`src/rtl/crc_ci_stream_master_pkg.sv`:
```
// Shared definitions for the CRC custom-instruction stream master.
// Holds the FSM state encoding, the custom-instruction opcode values
// understood by the CRC slave, the kind of instruction currently in
// flight (used to pick the follow-on action when it completes) and the
// width of the done-timeout counter.
package crc_ci_pkg;

  localparam int TMO_W = 8;

  localparam logic [2:0] CI_N_INIT = 3'd0;
  localparam logic [2:0] CI_N_WR8  = 3'd1;
  localparam logic [2:0] CI_N_WR16 = 3'd2;
  localparam logic [2:0] CI_N_WR32 = 3'd3;
  localparam logic [2:0] CI_N_RD32 = 3'd4;

  typedef enum logic [2:0] {
    ST_IDLE,
    ST_FILL,
    ST_CMD,
    ST_WAIT,
    ST_FINISH
  } state_e;

  // What the outstanding instruction is, so completion knows where to go.
  typedef enum logic [1:0] {
    OP_INIT,
    OP_WR,
    OP_WR_LAST,
    OP_RD
  } op_kind_e;

endpackage

```
`src/rtl/crc_ci_stream_master_if.sv`:
```
// Bundle of the byte-stream input, the custom-instruction initiator bus
// and the CRC result outputs of crc_ci_stream_master.
//   master : view of the stream master (consumes bytes, drives ci_*)
//   slave  : view of the environment (byte source, CRC slave, consumer)
// Ports:
//   in_data/in_valid/in_sop/in_eop -> master, in_ready <- master
//   ci_n/ci_dataa/ci_start/ci_clk_en <- master, ci_done/ci_result -> master
//   crc_value/crc_valid/crc_error/busy <- master
interface crc_ci_stream_master_if;
  logic [7:0]  in_data;
  logic        in_valid;
  logic        in_sop;
  logic        in_eop;
  logic        in_ready;
  logic [2:0]  ci_n;
  logic [31:0] ci_dataa;
  logic        ci_start;
  logic        ci_clk_en;
  logic        ci_done;
  logic [31:0] ci_result;
  logic [31:0] crc_value;
  logic        crc_valid;
  logic        crc_error;
  logic        busy;

  modport master (
    input  in_data, in_valid, in_sop, in_eop,
    output in_ready,
    output ci_n, ci_dataa, ci_start, ci_clk_en,
    input  ci_done, ci_result,
    output crc_value, crc_valid, crc_error, busy
  );

  modport slave (
    output in_data, in_valid, in_sop, in_eop,
    input  in_ready,
    input  ci_n, ci_dataa, ci_start, ci_clk_en,
    output ci_done, ci_result,
    input  crc_value, crc_valid, crc_error, busy
  );
endinterface

```
`src/rtl/crc_ci_stream_master_packer.sv`:
```
// Byte-lane packer for the CRC stream master.
// Collects stream bytes little-endian into a 32-bit word and decides when
// a write instruction is due (4th byte or end of packet) and which opcode
// it uses. A 3-byte tail is split into WR16 + WR8; the trailing byte is
// held as a pending second write. A single-byte packet (sop+eop) is also
// parked as a pending WR8 so it can follow the INIT directly.
// Ports:
//   load_i      : accept a start-of-packet byte (restarts the packet)
//   push_i      : accept a continuation byte
//   eop_i/byte_i: end-of-packet flag and data of the accepted byte
//   tail_take_i : the pending second write has been issued
//   flush_o     : the pushed byte completes a write (n_o, word_o)
//   last_o      : that write ends the packet with nothing pending after it
//   tail_pend_o/tail_word_o : pending WR8 and its operand
module crc_ci_packer
  import crc_ci_pkg::*;
(
  input  logic        clk,
  input  logic        reset_n,
  input  logic        load_i,
  input  logic        push_i,
  input  logic        eop_i,
  input  logic [7:0]  byte_i,
  input  logic        tail_take_i,
  output logic        flush_o,
  output logic [2:0]  n_o,
  output logic [31:0] word_o,
  output logic        last_o,
  output logic        tail_pend_o,
  output logic [31:0] tail_word_o
);

  logic [23:0] lanes_q, lanes_d;
  logic [1:0]  cnt_q, cnt_d;
  logic [7:0]  tail_q, tail_d;
  logic        tail_pend_q, tail_pend_d;
  logic [31:0] merged;
  logic [2:0]  cnt_next;

  // Word as it would look with the incoming byte in its lane. Lanes above
  // the count are always zero because they are cleared on every flush.
  always_comb begin
    merged = {8'h00, lanes_q};
    merged[{cnt_q, 3'b000} +: 8] = byte_i;
    cnt_next = {1'b0, cnt_q} + 3'd1;
    flush_o = push_i & ((cnt_next == 3'd4) | eop_i);
    last_o = eop_i;
    case (cnt_next)
      3'd4: begin
        n_o = CI_N_WR32;
        word_o = merged;
      end
      3'd3: begin
        // bytes 0-1 now, byte 2 follows as a separate WR8
        n_o = CI_N_WR16;
        word_o = {16'h0000, merged[15:0]};
        last_o = 1'b0;
      end
      3'd2: begin
        n_o = CI_N_WR16;
        word_o = {16'h0000, merged[15:0]};
      end
      default: begin
        n_o = CI_N_WR8;
        word_o = {24'h000000, merged[7:0]};
      end
    endcase
  end

  always_comb begin
    lanes_d = lanes_q;
    cnt_d = cnt_q;
    tail_d = tail_q;
    tail_pend_d = tail_pend_q;
    if (tail_take_i) begin
      tail_pend_d = 1'b0;
    end
    if (load_i) begin
      tail_d = byte_i;
      if (eop_i) begin
        lanes_d = '0;
        cnt_d = '0;
        tail_pend_d = 1'b1;
      end else begin
        lanes_d = {16'h0000, byte_i};
        cnt_d = 2'd1;
        tail_pend_d = 1'b0;
      end
    end else if (push_i) begin
      if (flush_o) begin
        lanes_d = '0;
        cnt_d = '0;
        if (cnt_next == 3'd3) begin
          tail_d = merged[23:16];
          tail_pend_d = 1'b1;
        end
      end else begin
        lanes_d = merged[23:0];
        cnt_d = cnt_next[1:0];
      end
    end
  end

  always_ff @(posedge clk or negedge reset_n) begin
    if (!reset_n) begin
      lanes_q <= '0;
      cnt_q <= '0;
      tail_q <= '0;
      tail_pend_q <= 1'b0;
    end else begin
      lanes_q <= lanes_d;
      cnt_q <= cnt_d;
      tail_q <= tail_d;
      tail_pend_q <= tail_pend_d;
    end
  end

  assign tail_pend_o = tail_pend_q;
  assign tail_word_o = {24'h000000, tail_q};

endmodule

```
`src/rtl/crc_ci_stream_master.sv`:
```
// Nios II custom-instruction CRC initiator. Turns a byte packet stream
// into INIT / WR8 / WR16 / WR32 / READ instructions for a CRC slave and
// presents one 32-bit CRC per packet.
// Parameters:
//   DONE_TIMEOUT : max cycles ci_clk_en stays high without ci_done (1..255)
//   READ_N       : opcode used to read the result
// Ports:
//   clk, reset_n : clock, asynchronous active-low reset
//   bus          : stream input, custom-instruction bus and CRC outputs
module crc_ci_stream_master
  import crc_ci_pkg::*;
#(
  parameter int          DONE_TIMEOUT = 255,
  parameter int unsigned READ_N       = 4
) (
  input logic clk,
  input logic reset_n,
  crc_ci_stream_master_if.master bus
);

  localparam logic [2:0]       READ_OP   = 3'(READ_N);
  localparam logic [TMO_W-1:0] TMO_LIMIT = TMO_W'(DONE_TIMEOUT);

  state_e            state_q, state_d;
  op_kind_e          op_q, op_d;
  logic [2:0]        ci_n_q, ci_n_d;
  logic [31:0]       ci_dataa_q, ci_dataa_d;
  logic [31:0]       crc_value_q, crc_value_d;
  logic              crc_error_q, crc_error_d;
  logic [TMO_W-1:0]  tmo_q, tmo_d;
  logic [TMO_W-1:0]  elapsed;

  logic              pk_load, pk_push, pk_tail_take;
  logic              pk_flush, pk_last, pk_tail_pend;
  logic [2:0]        pk_n;
  logic [31:0]       pk_word, pk_tail_word;

  // Byte acceptance depends on state only, so the stream side never sees
  // a combinational path from in_valid to in_ready.
  assign pk_load = bus.in_valid & bus.in_sop &
                   ((state_q == ST_IDLE) | (state_q == ST_FILL));
  assign pk_push = bus.in_valid & ~bus.in_sop & (state_q == ST_FILL);

  crc_ci_packer u_packer (
    .clk         (clk),
    .reset_n     (reset_n),
    .load_i      (pk_load),
    .push_i      (pk_push),
    .eop_i       (bus.in_eop),
    .byte_i      (bus.in_data),
    .tail_take_i (pk_tail_take),
    .flush_o     (pk_flush),
    .n_o         (pk_n),
    .word_o      (pk_word),
    .last_o      (pk_last),
    .tail_pend_o (pk_tail_pend),
    .tail_word_o (pk_tail_word)
  );

  // elapsed counts ci_clk_en cycles of the current instruction including
  // this one; the abort fires when it reaches the limit without ci_done.
  always_comb begin
    state_d = state_q;
    op_d = op_q;
    ci_n_d = ci_n_q;
    ci_dataa_d = ci_dataa_q;
    crc_value_d = crc_value_q;
    crc_error_d = 1'b0;
    tmo_d = tmo_q;
    pk_tail_take = 1'b0;
    elapsed = (state_q == ST_CMD) ? TMO_W'(1) : tmo_q + TMO_W'(1);

    case (state_q)
      ST_IDLE, ST_FILL: begin
        if (pk_load) begin
          ci_n_d = CI_N_INIT;
          ci_dataa_d = '0;
          op_d = OP_INIT;
          state_d = ST_CMD;
        end else if (pk_flush) begin
          ci_n_d = pk_n;
          ci_dataa_d = pk_word;
          op_d = pk_last ? OP_WR_LAST : OP_WR;
          state_d = ST_CMD;
        end
      end
      ST_CMD, ST_WAIT: begin
        tmo_d = elapsed;
        if (bus.ci_done) begin
          case (op_q)
            OP_INIT, OP_WR: begin
              // A parked byte (sop+eop packet or 3-byte tail) goes out next.
              if (pk_tail_pend) begin
                pk_tail_take = 1'b1;
                ci_n_d = CI_N_WR8;
                ci_dataa_d = pk_tail_word;
                op_d = OP_WR_LAST;
                state_d = ST_CMD;
              end else begin
                state_d = ST_FILL;
              end
            end
            OP_WR_LAST: begin
              ci_n_d = READ_OP;
              ci_dataa_d = '0;
              op_d = OP_RD;
              state_d = ST_CMD;
            end
            default: begin
              crc_value_d = bus.ci_result;
              state_d = ST_FINISH;
            end
          endcase
        end else if (elapsed == TMO_LIMIT) begin
          crc_error_d = 1'b1;
          state_d = ST_IDLE;
        end else begin
          state_d = ST_WAIT;
        end
      end
      ST_FINISH: begin
        state_d = ST_IDLE;
      end
      default: begin
        state_d = ST_IDLE;
      end
    endcase
  end

  always_ff @(posedge clk or negedge reset_n) begin
    if (!reset_n) begin
      state_q <= ST_IDLE;
      op_q <= OP_INIT;
      ci_n_q <= '0;
      ci_dataa_q <= '0;
      crc_value_q <= '0;
      crc_error_q <= 1'b0;
      tmo_q <= '0;
    end else begin
      state_q <= state_d;
      op_q <= op_d;
      ci_n_q <= ci_n_d;
      ci_dataa_q <= ci_dataa_d;
      crc_value_q <= crc_value_d;
      crc_error_q <= crc_error_d;
      tmo_q <= tmo_d;
    end
  end

  assign bus.in_ready  = (state_q == ST_IDLE) | (state_q == ST_FILL);
  assign bus.ci_start  = (state_q == ST_CMD);
  assign bus.ci_clk_en = (state_q == ST_CMD) | (state_q == ST_WAIT);
  assign bus.ci_n      = ci_n_q;
  assign bus.ci_dataa  = ci_dataa_q;
  assign bus.crc_value = crc_value_q;
  assign bus.crc_valid = (state_q == ST_FINISH);
  assign bus.crc_error = crc_error_q;
  assign bus.busy      = (state_q != ST_IDLE);

endmodule

```
`src/flat_wrapper.sv`:
```
// flat-port wrapper written by rule: the top's interface ports become plain ports
module crc_ci_stream_master_flat import crc_ci_pkg::*;
#(
  parameter int          DONE_TIMEOUT = 255,
  parameter int unsigned READ_N       = 4
)
  (clk, reset_n, bus_in_data, bus_in_valid, bus_in_sop, bus_in_eop, bus_in_ready, bus_ci_n, bus_ci_dataa, bus_ci_start, bus_ci_clk_en, bus_ci_done, bus_ci_result, bus_crc_value, bus_crc_valid, bus_crc_error, bus_busy);
  crc_ci_stream_master_if bus_i ();
  input logic clk;
  input logic reset_n;
  input wire logic [$bits(bus_i.in_data)-1:0] bus_in_data;
  input wire logic [$bits(bus_i.in_valid)-1:0] bus_in_valid;
  input wire logic [$bits(bus_i.in_sop)-1:0] bus_in_sop;
  input wire logic [$bits(bus_i.in_eop)-1:0] bus_in_eop;
  output wire logic [$bits(bus_i.in_ready)-1:0] bus_in_ready;
  output wire logic [$bits(bus_i.ci_n)-1:0] bus_ci_n;
  output wire logic [$bits(bus_i.ci_dataa)-1:0] bus_ci_dataa;
  output wire logic [$bits(bus_i.ci_start)-1:0] bus_ci_start;
  output wire logic [$bits(bus_i.ci_clk_en)-1:0] bus_ci_clk_en;
  input wire logic [$bits(bus_i.ci_done)-1:0] bus_ci_done;
  input wire logic [$bits(bus_i.ci_result)-1:0] bus_ci_result;
  output wire logic [$bits(bus_i.crc_value)-1:0] bus_crc_value;
  output wire logic [$bits(bus_i.crc_valid)-1:0] bus_crc_valid;
  output wire logic [$bits(bus_i.crc_error)-1:0] bus_crc_error;
  output wire logic [$bits(bus_i.busy)-1:0] bus_busy;
  assign bus_i.in_data = bus_in_data;
  assign bus_i.in_valid = bus_in_valid;
  assign bus_i.in_sop = bus_in_sop;
  assign bus_i.in_eop = bus_in_eop;
  assign bus_in_ready = bus_i.in_ready;
  assign bus_ci_n = bus_i.ci_n;
  assign bus_ci_dataa = bus_i.ci_dataa;
  assign bus_ci_start = bus_i.ci_start;
  assign bus_ci_clk_en = bus_i.ci_clk_en;
  assign bus_i.ci_done = bus_ci_done;
  assign bus_i.ci_result = bus_ci_result;
  assign bus_crc_value = bus_i.crc_value;
  assign bus_crc_valid = bus_i.crc_valid;
  assign bus_crc_error = bus_i.crc_error;
  assign bus_busy = bus_i.busy;
  crc_ci_stream_master #(.DONE_TIMEOUT(DONE_TIMEOUT), .READ_N(READ_N)) u_core (.clk(clk), .reset_n(reset_n), .bus(bus_i));
endmodule
```
`config.mk`:
```
export PLATFORM = sky130hd
export DESIGN_NAME = crc_ci_stream_master_flat
export DESIGN_NICKNAME = d
export VERILOG_FILES = /design/src/rtl/crc_ci_stream_master_pkg.sv /design/src/rtl/crc_ci_stream_master_if.sv /design/src/rtl/crc_ci_stream_master_packer.sv /design/src/rtl/crc_ci_stream_master.sv /design/src/flat_wrapper.sv
export SDC_FILE = /design/constraint.sdc
export NUM_CORES = 1
export LEC_CHECK = 0
export ABC_AREA = 1
export ABC_CLOCK_PERIOD_IN_PS = 6700
export BUFFER_PORTS_ARGS = -buffer_cell sky130_fd_sc_hd__buf_2
export CAP_MARGIN = 5
export CORE_MARGIN = 5
export CORE_UTILIZATION = 25
export DETAILED_ROUTE_END_ITERATION = 6
export PLACE_DENSITY = 0.53
export SLEW_MARGIN = 20
export SYNTH_ARGS = -nofsm -noshare
export SYNTH_HDL_FRONTEND = slang
export SYNTH_SLANG_ARGS = --single-unit
```
`constraint.sdc`:
```
create_clock -name clk -period 6.7 [get_ports clk]
set_input_delay 1.005 -clock clk [delete_from_list [all_inputs] [get_ports clk]]
set_output_delay 1.005 -clock clk [all_outputs]
set_load 0.02 [all_outputs]
```
Yosys cells after proc, flatten, opt, wreduce, memory -nomap -nowiden
Index checks and enable logic that the tools add are counted.
{"block": "classes", "add_sub_neg": 3, "n_eq_ne": 14, "shifts": 2, "muxes": 56, "bitwise_logic": 10, "n_reduce_logical": 15}
{"cell": "32-bit case mux with 2 select lines", "n": 3}
{"cell": "32-bit 2-to-1 mux", "n": 4}
{"cell": "24-bit 2-to-1 mux", "n": 3}
{"cell": "8-bit 2-to-1 mux", "n": 6}
{"cell": "32-bit bitwise mux", "n": 1}
{"cell": "8-bit by 7-bit variable shift with 32-bit output (first input constant)", "n": 1}
{"cell": "8-bit by 7-bit variable part select with 32-bit output", "n": 1}
{"cell": "3-bit case mux with 2 select lines", "n": 4}
{"cell": "3-bit 2-to-1 mux", "n": 7}
{"cell": "2-bit 2-to-1 mux", "n": 10}
{"cell": "1-bit 2-to-1 mux", "n": 15}
{"cell": "3-bit by 2-bit equality test with 1-bit output (second input constant)", "n": 4}
{"cell": "2-bit case mux with 2 select lines", "n": 3}
{"cell": "8-bit by 1-bit adder with 8-bit output (second input constant)", "n": 1}
{"cell": "8-bit equality test (second input constant)", "n": 1}
{"cell": "2-bit nonzero test", "n": 4}
{"cell": "2-bit OR reduction", "n": 4}
{"cell": "5-bit negation with 7-bit output", "n": 1}
{"cell": "3-bit equality test (second input constant)", "n": 2}
{"cell": "3-bit inequality test (second input constant)", "n": 2}
{"cell": "3-bit AND reduction", "n": 2}
{"cell": "1-bit AND", "n": 5}
{"cell": "5-bit AND reduction", "n": 1}
{"cell": "2-bit by 1-bit adder with 3-bit output (second input constant)", "n": 1}
{"cell": "other kinds (11)", "n": 14}
{"block": "totals", "reg_bits": 116, "in_bits": 46, "out_inout_bits": 73, "wordCells": 111}

Longest topological paths before layout
{"block": "depth", "word_depth": 10, "ltp_mapped": 11, "depth_no_buf": 10}

Cells and area by module
Synthesis repeated with hierarchy kept, for this count alone.
{"block": "hier_totals", "cells_unflattened": 768, "hier_area_um2": 6012.0}
{"mod": "crc_ci_stream_master", "n_inst": 1, "cells_per_inst": 419, "area_each_um2": 3619.7, "seq_area_each_um2": 2026.9}
{"mod": "crc_ci_packer", "n_inst": 1, "cells_per_inst": 349, "area_each_um2": 2392.3, "seq_area_each_um2": 875.8}

Worst setup path after synthesis
Ideal clock, no wire load.
{"block": "synth_path", "kind": "register to register", "startpoint": "register u_core.u_packer.cnt_q[0]", "endpoint": "register u_core.ci_dataa_q[0] (netlist: u_core.bus.ci_dataa[0])", "setup_ns": 0.065, "t_arrival_ns": 2.143, "required_time_ns": 6.635, "path_slack_ns": 4.492, "path_stages_with_launch": 12, "n_path_buf": 3, "period_less_slack_ns": 2.208, "cell_sequence": "dfrtp_1 > inv_1 > buf_2 > buf_1 > ha_1 > clkbuf_1 > nand4_1 > o22ai_1 > inv_1 > o22ai_1 > nand2_1 > nand2_1"}
{"block": "synth_via", "elab_chain_cells": 7, "word_cells_on_any_way": 14, "classes_between": "2 x add/sub; 2 x eq/ne; 2 x shift; 5 x mux; 2 x bitwise; 1 x reduce/logical"}
{"item": "start: declaration", "line_no": "crc_ci_stream_master_packer.sv:34", "text": "logic [1:0] cnt_q, cnt_d;"}
{"item": "start signal: assignment", "line_no": "crc_ci_stream_master_packer.sv:112", "text": "cnt_q <= cnt_d;"}
{"item": "5-bit negation with 7-bit output", "line_no": "crc_ci_stream_master_packer.sv:44", "text": "merged[{cnt_q, 3'b000} +: 8] = byte_i;"}
{"item": "8-bit by 7-bit variable part select with 32-bit output or 8-bit by 7-bit variable shift with 32-bit output (tied branches)", "line_no": "crc_ci_stream_master_packer.sv:44"}
{"item": "32-bit bitwise mux", "line_no": "crc_ci_stream_master_packer.sv:44"}
{"item": "32-bit case mux with 2 select lines", "line_no": "crc_ci_stream_master_packer.sv:48", "text": "case (cnt_next)"}
{"item": "32-bit 2-to-1 mux", "line_no": "crc_ci_stream_master.sv:80", "text": "end else if (pk_flush) begin"}
{"item": "32-bit 2-to-1 mux", "line_no": "crc_ci_stream_master.sv:75", "text": "if (pk_load) begin"}
{"item": "32-bit case mux with 2 select lines", "line_no": "crc_ci_stream_master.sv:73", "text": "case (state_q)"}
{"item": "end signal: assignment", "line_no": "crc_ci_stream_master.sv:143", "text": "ci_dataa_q <= ci_dataa_d;"}
{"item": "end: declaration", "line_no": "crc_ci_stream_master.sv:27", "text": "logic [31:0] ci_dataa_q, ci_dataa_d;"}
Several ways; a longest one is shown, not always the timed one. The select of a mux whose other input is x is not followed.
A chain may end at the register's enable or synchronous reset.

Final worst setup path
{"block": "layout_path", "startpoint": "input bus_in_valid", "endpoint": "register u_core.ci_dataa_q[7] (netlist: u_core.bus.ci_dataa[7])"}
{"block": "layout_via", "elab_chain_cells": 5, "word_cells_on_any_way": 9, "classes_between": "1 x eq/ne; 2 x mux; 5 x bitwise; 1 x reduce/logical"}
{"item": "start: declaration", "line_no": "flat_wrapper.sv:12", "text": "input wire logic [$bits(bus_i.in_valid)-1:0] bus_in_valid;"}
{"item": "1-bit AND (2 in a row)", "line_no": "crc_ci_stream_master.sv:42", "text": "assign pk_push = bus.in_valid & ~bus.in_sop & (state_q == ST_FILL);"}
{"item": "1-bit AND", "line_no": "crc_ci_stream_master_packer.sv:46", "text": "flush_o = push_i & ((cnt_next == 3'd4) | eop_i);"}
{"item": "3-bit by 1-bit inequality test with 1-bit output (no source line)"}
{"item": "5-bit AND reduction (no source line)"}
Several ways; a longest one is shown, not always the timed one.

==> summary.txt <==
CP Cell Sequence -> buf_2, inv_1, nor2_1, nand4_2, inv_2, o21ai_2, nand3_2, nand3_2, inv_2, nand2_1, nand2_1
Gr usage total -> 12.4%
Endpoint, Worst Hold -> u_core.bus.ci_n[1]$_DFFE_PN0P_
R2R setup slack -> 3.94 ns
Num rows -> 54
Final setup margin -> 3.67 ns
Required @ worst endpoint -> 7.05 ns
Slew Viols, Final -> 0
RSZ-0062 raised after global routing -> no
CTS tree -> built
Rel. slew slack -> 42.2%
Worst setup SP type -> input port
Chip width -> 159 um
Outcome -> finished, final reports clean
Starting DRC count in detailed routing -> 364
Setup Buffers After CTS -> 0
Hold depth -> 2
Number of vias per cell -> 4.44
Share of cells above drive strength 1 -> 21.2%
Initial core utilization -> 25.4%
Routed len/inst -> 14.4 um
Min Clock Period, post-route -> 3.03 ns
H-tree depth -> 4
Commonest cells after routing, fill and taps aside -> 236 x nand2_1, 117 x buf_2, 116 x dfrtp_1
Vias -> 4848
IO Port Bufs -> 118
Vias in the first global route -> 4647
Commonest non-fill, non-tap cell in the layout -> nand2_1
Min-delay worst type -> reg -> reg
Die area -> 25200 sq um
Fillers -> 2327
Leakage power -> 3.65 nW
GPL Wtd Cong -> 0.828
CP delay by family, top -> simple AND/OR/NAND/NOR gates
Period Utilization, post-route -> 45.2%
CP bufs+invs -> 4
CP max FO -> 42
Slowest stage delay, CP -> 0.68 ns
Area Growth Syn to Fin -> 26.6%
PostCTS Resize Cnt -> 0
Synth unique cells -> 28
Final Hold Fails -> 0
Core footprint -> 21800 sq um
HP Start -> u_core.bus.ci_n[1]$_DFFE_PN0P_
Worst path arrival time -> 3.38 ns
Clock transition at path regs -> 0.05 ns
Syn Std Cell Area -> 5530 sq um
Clock root buffer -> clkbuf_16
Post-layout nets -> 854
Fmax -> 0.330 GHz
Max_cap viols -> 0
Clock Latency Late Sink -> 0.42 ns
CP endpoint kind -> flip-flop
Final HPWL DP -> 11200 um
Largest net degree at the start of global routing -> 66
Mean Syn Cell Area -> 8.04 sq um
Die Span Y -> 159 um
First-pass GRT wire length -> 25700 um
Initial antenna violation count -> 0
Reg2reg end -> u_core.bus.ci_dataa[7]$_DFFE_PN0P_
Critical path class -> in -> reg
ANT cells -> 0
GRT Residual Overflow -> 0
Dpl ws -> 3.19 ns
Reg2reg path depth -> 9
Final setup fails -> 0
Routed Antenna Nets -> 0
Slew @ Worst Pin -> 0.866 ns
Post-Syn Instances -> 688
Remaining DRCs -> 0
Worst clock skew -> 0.0161 ns
Sequential-to-total area share from yosys stat -> 52.5%
I/O pins -> 119
Number of synthesized register bits -> 116
Worst IR Drop VDD -> 0.209 mV
Cts bufs inserted -> 17
Total iterations of the first detailed-routing run -> 5
YS warnings -> 0
CP max-delay cell -> nand3_2
Syn nets -> 742
Hold_buf cts -> 0
RR Startpoint -> u_core.state_q[2]$_DFFE_PN0N_
DRT Wirelength -> 15800 um
Final setup TNS -> 0 ns
PwrDens -> 471 nW/um^2
Longest Clk Path Bufs -> 2
Clk sinks -> 116
-- Yosys cell counts (all sizes together) --
library cell / n / area share (%)
a31oi: 2 / 0.23
buf: 19 / 1.9
nor3: 18 / 1.6
nand4: 2 / 0.34
clkbuf: 8 / 0.54
o21bai: 9 / 1.2
a21oi: 13 / 1.2
nor2: 41 / 2.9
inv: 77 / 5.2
nand2: 241 / 17
nand3: 52 / 5.3
o22ai: 39 / 4.4
o21ai: 43 / 4.2
ha: 8 / 1.8
dfrtp: 116 / 52
-- per-layer routing --
layer  vias up  global-route usage [%]  routed length (um)
li1       2446                       -                   -
met1      2238                    17.3                7480
met2       145                    18.2                7040
met3        19                    4.17                1010
met4         0                    3.79                 230
met5         -                       0                   0
-- worst max-delay path by stage --
stage                                               from                                  to  slack, ns  depth (start not counted)
detailed placement                          bus_in_valid  u_core.bus.ci_dataa[2]$_DFFE_PN0P_       3.19                         11
global placement                            bus_in_valid          u_core.op_q[0]$_DFFE_PN0P_       3.23                         11
CTS                                         bus_in_valid  u_core.bus.ci_dataa[7]$_DFFE_PN0P_       3.60                         11
finish                                      bus_in_valid  u_core.bus.ci_dataa[7]$_DFFE_PN0P_       3.67                         11
floorplan           u_core.u_packer.cnt_q[0]$_DFFE_PN0P_  u_core.bus.ci_dataa[0]$_DFFE_PN0P_       4.49                         11
global route                                bus_in_valid  u_core.bus.ci_dataa[7]$_DFFE_PN0P_       3.41                         11
-- worst reg2reg max path, cell delays in order, from the launching register on --
cell	delay, ns
dfrtp_1	0.38
inv_2	0.14
nand3_2	0.13
nand2_2	0.15
nand3_4	0.38
nand3_2	0.27
nand3_2	0.68
inv_2	0.41
nand2_1	0.09
nand2_1	0.07
-- report_power, final --
group / internal (mW) / total (mW) / switching, mW
Sequential: 0.904 / 1.01 / 0.110
Clock: 0.671 / 1.00 / 0.331
Combinational: 0.361 / 1.28 / 0.922
-- registers in the layout, summed over array words and instances (netlist names) --
name and count:
u_core.state_q 3, u_core.bus.crc_value 32, u_core.tmo_q 8, u_core.bus.crc_error 1, u_core.u_packer.lanes_q 24, u_core.u_packer.tail_pend_o 1
u_core.bus.ci_dataa 32, u_core.u_packer.cnt_q 2, u_core.u_packer.tail_q 8, u_core.bus.ci_n 3, u_core.op_q 2
-- per-stage QoR --
| step | total power [mW] | hold slack, ns | util (%) | cells | instance area [sq um] |
|---|---|---|---|---|---|
| floorplan | 1.94 | 0.471 | - | 688 | 5530 |
| global placement | 2.31 | 0.458 | 29.1 | 1061 | 6350 |
| global route | 3.53 | 0.481 | 32.1 | 1093 | 7000 |
| detailed placement | 2.31 | 0.459 | 29.1 | 1061 | 6350 |
| finish | 3.30 | 0.467 | 32.1 | 1093 | 7000 |
| CTS | 3.34 | 0.476 | 32.1 | 1093 | 7000 |
-- logic make-up (layout without fill, tap and decap cells) --
group                      after synthesis  count (layout)  share of synthesized area [%]
AOI/OAI and AO/OA                      106             106                           11.2
adders and majority gates                8               8                           1.81
buffers and inverters                  104             229                           7.71
DFF                                    116             116                           52.5
and+or+nand+nor                        354             354                           26.8
-- cell type report --
| type | count | area [sq um] | share of cell area [%] |
|---|---|---|---|
| sequential | 116 | 2900 | 41.4 |
| multi-input combinational | 468 | 2200 | 31.5 |
| timing repair buffer | 120 | 608 | 8.68 |
| clock buffer | 20 | 447 | 6.38 |
| tap | 280 | 350 | 5.00 |
| inverter | 77 | 289 | 4.13 |
| clock inverter | 12 | 203 | 2.89 |
Note: power is estimated with default switching activity, not from simulation.
